File: config.mk
export PLATFORM = sky130hd
export DESIGN_NAME = register_file
export DESIGN_NICKNAME = d
export VERILOG_FILES = /design/src/rtl/register_file.sv
export SDC_FILE = /design/constraint.sdc
export NUM_CORES = 1
export LEC_CHECK = 0
export BUFFER_PORTS_ARGS = -buffer_cell sky130_fd_sc_hd__buf_2
export CORE_MARGIN = 8
export CORE_UTILIZATION = 59
export CTS_BUF_LIST = sky130_fd_sc_hd__clkbuf_4 sky130_fd_sc_hd__clkbuf_8
export DETAILED_ROUTE_END_ITERATION = 8
export PLACE_DENSITY = 0.88
export SETUP_SLACK_MARGIN = 0.2
export SYNTH_ARGS = -nofsm -noshare
export SYNTH_HDL_FRONTEND = slang
export SYNTH_SLANG_ARGS = --single-unit
File: constraint.sdc
create_clock -name CLK -period 5.1 [get_ports CLK]
set_clock_uncertainty 0.1 [all_clocks]
set_input_delay 0.255 -clock CLK [delete_from_list [all_inputs] [get_ports CLK]]
set_output_delay 0.255 -clock CLK [all_outputs]
set_load 0.05 [all_outputs]
File: src/rtl/register_file.sv
// register_file
//
// Multi-entry storage with one write port, two independent combinational
// read ports (with same-cycle write bypass), per-entry valid tracking and a
// sequenced clear sweep that zeroes one entry per clock.
//
// Ports:
//   CLK      - clock, rising edge
//   RSTn     - asynchronous active-low reset
//   WE       - write request
//   WAddr    - write address
//   Data     - write data
//   RAddrA/B - read addresses for ports A and B
//   DoutA/B  - read data (0 when the entry holds no written data)
//   ValidA/B - entry at the read address holds written data
//   CLR      - clear-sweep request, sampled at the clock edge
//   Busy     - clear sweep in progress
//   Done     - one-cycle pulse in the cycle after the sweep finishes
//   DbgState - current FSM state (0 = IDLE, 1 = SWEEP)
//
// Write acceptance: a write has no ready/stall path. It is taken on the next
// rising edge when WE is high, no sweep is running, CLR is low and reset is
// released; otherwise it is dropped silently (CLR wins over WE).

module register_file #(
    parameter int WIDTH = 4,
    parameter int DEPTH = 8,
    parameter int AW    = $clog2(DEPTH)
) (
    input  logic             CLK,
    input  logic             RSTn,
    input  logic             WE,
    input  logic [AW-1:0]    WAddr,
    input  logic [WIDTH-1:0] Data,
    input  logic [AW-1:0]    RAddrA,
    input  logic [AW-1:0]    RAddrB,
    output logic [WIDTH-1:0] DoutA,
    output logic [WIDTH-1:0] DoutB,
    output logic             ValidA,
    output logic             ValidB,
    input  logic             CLR,
    output logic             Busy,
    output logic             Done,
    output logic             DbgState
);

    typedef enum logic {
        IDLE  = 1'b0,
        SWEEP = 1'b1
    } state_t;

    localparam logic [AW-1:0] LAST_IDX = AW'(DEPTH - 1);

    state_t             state;
    state_t             state_nxt;
    logic [AW-1:0]      idx;
    logic [DEPTH-1:0]   valid;
    logic               done_q;
    logic               wr_acc;
    logic               sweep_end;
    logic [WIDTH-1:0]   mem [DEPTH];

    assign wr_acc    = RSTn & WE & (state == IDLE) & ~CLR;
    assign sweep_end = (state == SWEEP) && (idx == LAST_IDX);

    // Next-state logic
    always_comb begin
        state_nxt = state;
        case (state)
            IDLE:    if (CLR) state_nxt = SWEEP;
            SWEEP:   if (sweep_end) state_nxt = IDLE;
            default: state_nxt = IDLE;
        endcase
    end

    // State, sweep index, valid vector and Done pulse
    always_ff @(posedge CLK or negedge RSTn) begin
        if (!RSTn) begin
            state  <= IDLE;
            idx    <= '0;
            valid  <= '0;
            done_q <= 1'b0;
        end else begin
            state  <= state_nxt;
            done_q <= sweep_end;
            if (state == SWEEP) begin
                valid[idx] <= 1'b0;
                // Wraps to 0 on the last entry, the same edge that returns to IDLE.
                idx        <= idx + AW'(1);
            end else begin
                idx <= '0;
                if (wr_acc) begin
                    valid[WAddr] <= 1'b1;
                end
            end
        end
    end

    // Data storage has no reset: every read is gated by the valid vector.
    always_ff @(posedge CLK) begin
        if (state == SWEEP) begin
            mem[idx] <= '0;
        end else if (wr_acc) begin
            mem[WAddr] <= Data;
        end
    end

    // Read port A: bypass, then storage, then zero
    always_comb begin
        DoutA  = '0;
        ValidA = 1'b0;
        if (wr_acc && (RAddrA == WAddr)) begin
            DoutA  = Data;
            ValidA = 1'b1;
        end else if (valid[RAddrA]) begin
            DoutA  = mem[RAddrA];
            ValidA = 1'b1;
        end
    end

    // Read port B: identical to port A, fully independent
    always_comb begin
        DoutB  = '0;
        ValidB = 1'b0;
        if (wr_acc && (RAddrB == WAddr)) begin
            DoutB  = Data;
            ValidB = 1'b1;
        end else if (valid[RAddrB]) begin
            DoutB  = mem[RAddrB];
            ValidB = 1'b1;
        end
    end

    assign Busy     = (state == SWEEP);
    assign Done     = done_q;
    assign DbgState = (state == SWEEP);

endmodule
# Word-level counts from Yosys, hierarchy flattened
# Memory sizes are Yosys's and may differ from the RTL's.
# Cells that the tools add are included.
dict set report word_totals {
  mem_count 1
  register_bits 13
  latchBits 0
  out_inout_bits 13
  rom_bits 0
  word_cells 60
  mem_bits_rw 32
}
# name words width rd rd_ports_with_merged_regs wr line
set mem_list {}
lappend mem_list {mem 8 4 2 0 1 61} ;# logic [WIDTH-1:0] mem [DEPTH];
dict set report op_classes {
  addsub 1
  mux 30
  shift 0
  div_mod_pow 0
  magnitude_cmp 6
  n_eq_ne 3
  multipliers 0
  n_bitwise 8
  n_reduce_logical 7
}
# operator count
set ops {}
lappend ops {{2-to-1 mux 4 bit} 5}
lappend ops {{less-than comparator 3 x 4 -> 1 bit, second input constant} 4}
lappend ops {{2-to-1 mux 1 bit} 16}
lappend ops {{2-to-1 mux 8 bit} 2}
lappend ops {{AND 8 bit} 1}
lappend ops {{inverter 8 bit} 1}
lappend ops {{OR 8 bit} 1}
lappend ops {{binary-select mux 1 bit (select 3 bit)} 2}
lappend ops {{demux 1 bit (select 3 bit)} 2}
lappend ops {{equality test 3 bit} 2}
lappend ops {{>= comparator 3 x 1 -> 1 bit, second input constant} 2}
lappend ops {{2-to-1 mux 3 bit} 2}
lappend ops {{logical AND 1 bit} 5}
lappend ops {{OR reduction 4 bit} 1}
lappend ops {{adder 3 x 1 -> 3 bit, second input constant} 1}
lappend ops {{AND 1 bit} 3}
lappend ops {{equality test 3 bit, second input constant} 1}
lappend ops {{inverter 1 bit} 2}
lappend ops {{case mux 1 bit (2 select lines)} 1}
lappend ops {{nonzero test 2 bit} 1}

# Logic depth before layout (Yosys ltp)
dict set report logic_depth {
  word_depth 8
  mapped_depth 6
  mapped_depth_nobuf 4
}

# Worst setup path after synthesis
# No wires, ideal clock.
dict set report synth_path {
  path_kind {reg2out}
  start {register state (netlist: Busy)}
  end {output port DoutA[1]}
  path_slack_ns 2.665
  t_required_ns 4.745
  arrival_time_ns 2.080
  stages_incl_launch_ff 6
  path_cell_list {dfrtp_1 nand4bb_1 clkbuf_1 nor4_2 or2_4 o21ai_2}
}
dict set report synth_via {
  elab_chain_cells 5
}
# item line
set synth_rtl {}
lappend synth_rtl {{start, declared} 54} ;# state_t state;
lappend synth_rtl {{start signal, assigned} 84} ;# state <= state_nxt;
lappend synth_rtl {{inverter 1 bit} 63} ;# assign wr_acc = RSTn & WE & (state == IDLE) & ~CLR;
lappend synth_rtl {{AND 1 bit (2 in a row)} 63}
lappend synth_rtl {{logical AND 1 bit} 112} ;# if (wr_acc && (RAddrA == WAddr)) begin
lappend synth_rtl {{2-to-1 mux 4 bit} 112}
lappend synth_rtl {{end, declared} 37} ;# output logic [WIDTH-1:0] DoutA,
# No other way between the ends.

# Final worst setup path
dict set report layout_path {
  start {input port RSTn}
  end {output port DoutA[2]}
}
dict set report layout_via {
  elab_chain_cells 5
}
# item line
set layout_rtl {}
lappend layout_rtl {{start, declared} 31} ;# input logic RSTn,
lappend layout_rtl {{AND 1 bit (3 in a row)} 63}
lappend layout_rtl {{logical AND 1 bit} 112}
lappend layout_rtl {{2-to-1 mux 4 bit} 112}
# No other way between the ends.

==> impl_metrics.csv <==
group,metric,value,unit
global_route,grt_pass1_vias,1655,
placed_design,post-place-ws,2.60,ns
synthesis,post_synth_xor_area_fraction,0.0204,
hold_path,worstHoldPathType,"input port to register",
placed_design,numPlacedInstances,251,
critical_path,r2r_setup_slack,2.74,ns
global_route,grt_start_max_net_pins,16,
clock_tree,cts_made_buffers,5,
synthesis,synth_mux_area_frac,0.242,
routing,drc,0,
timing,rsz0062_at_grt,"no",
timing,layout_min_cycle_time,3.00,ns
critical_path,criticalPathCategory,"input port to output port",
hold_path,worstHoldPathCells,3,
routing,detailedRoute.firstIterationViolations,96,
critical_path,critPathArrivalTime,2.65,ns
finish,num_antenna_cells,0,
clock_tree,tritoncts,"done",
finish,nets,226,
critical_path,cpMaxStageDelayCell,"sky130_fd_sc_hd__nor4_2",
critical_path,critPathMostFrequentCell,"sky130_fd_sc_hd__buf_2",
floorplan,core_region_area,0.00429,mm^2
critical_path,worstPathBufferInverterCount,3,
routing,postRouteAntennaNets,0,
synthesis,synth.distinct_cells,32,
synthesis,ys_ff_latch,45,
placed_design,placer_congestion,0.918,
placed_design,placement.io_buffers,29,
placed_design,detailed_place_hpwl,4.01,mm
synthesis,count_of_flip_flops_with_a_built_in_enable_after_synthesis,32,
global_route,number_of_antenna_violations_at_the_first_check_in_global_routing,0,
global_route,grtUsageTotal,0.164,
timing,worst_slew_pin_slew,0.501,ns
routing,detail_route.first_pass.iterations,4,
clock_tree,post_cts.resized_instances,0,
synthesis,synthFlopType,"sky130_fd_sc_hd__edfxtp_1",
floorplan,core.rowCount,24,
synthesis,synth_top_family_by_area,"multiplexers",
finish,mostFrequentLayoutCells,"sky130_fd_sc_hd__edfxtp_1 (32), sky130_fd_sc_hd__buf_2 (29), sky130_fd_sc_hd__mux4_1 (16), sky130_fd_sc_hd__mux2i_1 (16), sky130_fd_sc_hd__nor2_1 (16)",
routing,dr_total_vias,1641,
placed_design,dpl_cell_area,0.00269,mm^2
routing,via_per_inst,6.31,
finish,final_common_cell,"sky130_fd_sc_hd__edfxtp_1",
finish,proportion_of_layout_cells_with_a_drive_suffix_above_1,0.250,
synthesis,syn_area,0.00258,mm^2
timing,timing.max_slew.rel_slack,0.663,
critical_path,worst_r2r_startpoint,"Busy",
clock_tree,cts_post_setup_buffers_inserted,0,
routing,finalWirelength,5.15,mm
clock_tree,clock_tree.root_cell,"sky130_fd_sc_hd__clkbuf_8",
pwr,fin_total_pwr,1.23,mW
floorplan,initial_core_util,0.601,
timing,post_route_worst_setup_slack,2.10,ns
floorplan,fp.dieArea,0.00674,mm^2
timing,finalCritPeriodShare,0.589,
synthesis,synth.yosys.warnings,0,
routing,wl_per_cell,19.8,um
critical_path,timing.critical_path.required,4.74,ns
finish,finish.utilization,0.648,
pwr,p_leak,1.16,nW
synthesis,syn_avg_cell_area,14.0,um^2
clock_tree,worst_skew_pair.late_latency,0.29,ns
pwr,power-per-cell-area,442,mW/mm^2
timing,report.final.setup_viol,0,
global_route,grt_overflow,0,
clock_tree,cts_max_path_buffers,2,
critical_path,path_delay_family,"simple AND/OR/NAND/NOR gates",
timing,finalMaxSlewViolations,0,
floorplan,die_outline_height,82.1,um
timing,fmax,333,MHz
critical_path,timing.critical_path.cells,"dlygate4sd3_1 -> buf_2 -> nand4bb_1 -> nor4_2 -> or2_4 -> o21ai_2 -> buf_2",
global_route,first_pass_grt_wire_length,8.27,mm
floorplan,die_width,82.1,um
status,status,"finished, final reports clean",
clock_tree,numClockSinks,45,
critical_path,worstRegToRegCells,4,
hold_path,hold_path_startpoint,"CLR",
timing,timing_hold_violations_final,0,
clock_tree,clock_h_tree_levels,2,
synthesis,ys_seq_area_frac,0.499,
synthesis,proportion_of_register_bits_with_asynchronous_set_or_reset_after_synthesis,0.289,
pwr,vdd.ir_drop.worst,341,uV
critical_path,worstSetupEndpointType,"output port",
critical_path,cpPeakStageDelay,0.60,ns
critical_path,critical_path.max_fanout,15,
critical_path,worst_setup_path_start_kind,"input port",
run,maxCapViolCount,0,
critical_path,critical_path_cell_count,7,
floorplan,io_pins,30,
finish,syn_to_final_growth,7.86,%
finish,layoutNonFillerInstCount,260,
synthesis,synthesis.instances,184,
synthesis,mappedNetlistNets,203,
clock_tree,cts.reportedPaths.clkPinSlew,0.07,ns
timing,worst_hold_check_slack,0.122,ns
synthesis,synth-simple-area-share,0.117,
synthesis,synth-adder-area-share,0.00970,
hold_path,min_to,"Busy",
timing,fin_tns_setup,0,ns
synthesis,area_fraction_in_compound_gates_after_synthesis,0.0645,
critical_path,reg2reg_to,"mem[0][2]",
finish,finish.instance_area,0.00278,mm^2
[cell type report]
| type | instances | area [um^2] |
|---|---|---|
| Inverter | 3 | 11.3 |
| Multi-Input combinational cell | 121 | 1170 |
| Clock inverter | 2 | 10.0 |
| Tap cell | 52 | 65.1 |
| Timing Repair Buffer | 31 | 163 |
| Clock buffer | 6 | 76.3 |
| Fill cell | 313 | 1510 |
| Sequential cell | 45 | 1290 |
[per-layer routing]
| layer | wire [um] | global-route usage | part of all wire | vias up |
|---|---|---|---|---|
| met5 | 0 | 0 | 0 | - |
| met4 | 80 | 0.0509 | 0.016 | 0 |
| met3 | 489 | 0.0368 | 0.095 | 12 |
| met2 | 2420 | 0.275 | 0.47 | 81 |
| met1 | 2150 | 0.206 | 0.42 | 797 |
| li1 | - | - | - | 751 |
[worst max-delay path by stage]
stage	from	to	slack (ns)
floorplan	Busy	DoutA[1]	2.66
global placement	RSTn	DoutA[2]	2.71
detailed placement	RSTn	DoutA[2]	2.60
CTS	RSTn	DoutA[2]	2.07
global route	RSTn	DoutA[2]	1.81
finish	RSTn	DoutA[2]	2.10
[kinds of logic after synthesis]
| logic type | count (synthesis) |
|---|---|
| AO/OA/AOI/OAI | 24 |
| XOR/XNOR | 6 |
| adder cells (fa/ha/maj) | 2 |
| buffers and inverters | 18 |
| flip-flops | 45 |
| multiplexers | 34 |
| AND/OR/NAND/NOR | 55 |
[cells in the mapped netlist, drive strengths merged (3+ instances only)]
cell type | n | area, um^2
a21oi | 5 | 25.0
nor2 | 16 | 60.1
dfrtp | 13 | 325
a31oi | 5 | 31.3
inv | 3 | 11.3
and2 | 8 | 50.1
mux4 | 18 | 465
mux2i | 16 | 160
xor2 | 6 | 52.6
nor2b | 3 | 18.8
nand3 | 3 | 15.0
o21ai | 11 | 85.1
buf | 8 | 85.1
clkbuf | 7 | 26.3
nand2 | 14 | 52.6
edfxtp | 32 | 961
[registers in the layout, indices dropped and copies added (netlist names)]
register / count
Busy: 1
Done: 1
idx: 3
mem: 32
valid: 8
[report_power, final]
group / switching, mW / total (mW) / internal [mW]
Clock: 0.110 / 0.210 / 0.100
Combinational: 0.276 / 0.436 / 0.160
Sequential: 0.0729 / 0.584 / 0.511
Total: 0.459 / 1.23 / 0.771
[timing repair]
item                       in CTS  in global routing
setup endpoints to repair       0                  0
hold endpoints to repair       13                  0
hold buffers                    1                  0
[tightest hold or removal path: stages]
cell and delay [ns]:
sky130_fd_sc_hd__buf_2 0.10, sky130_fd_sc_hd__nor2_1 0.04, sky130_fd_sc_hd__nor2_1 0.08
Note: power is estimated with default switching activity, not from simulation.
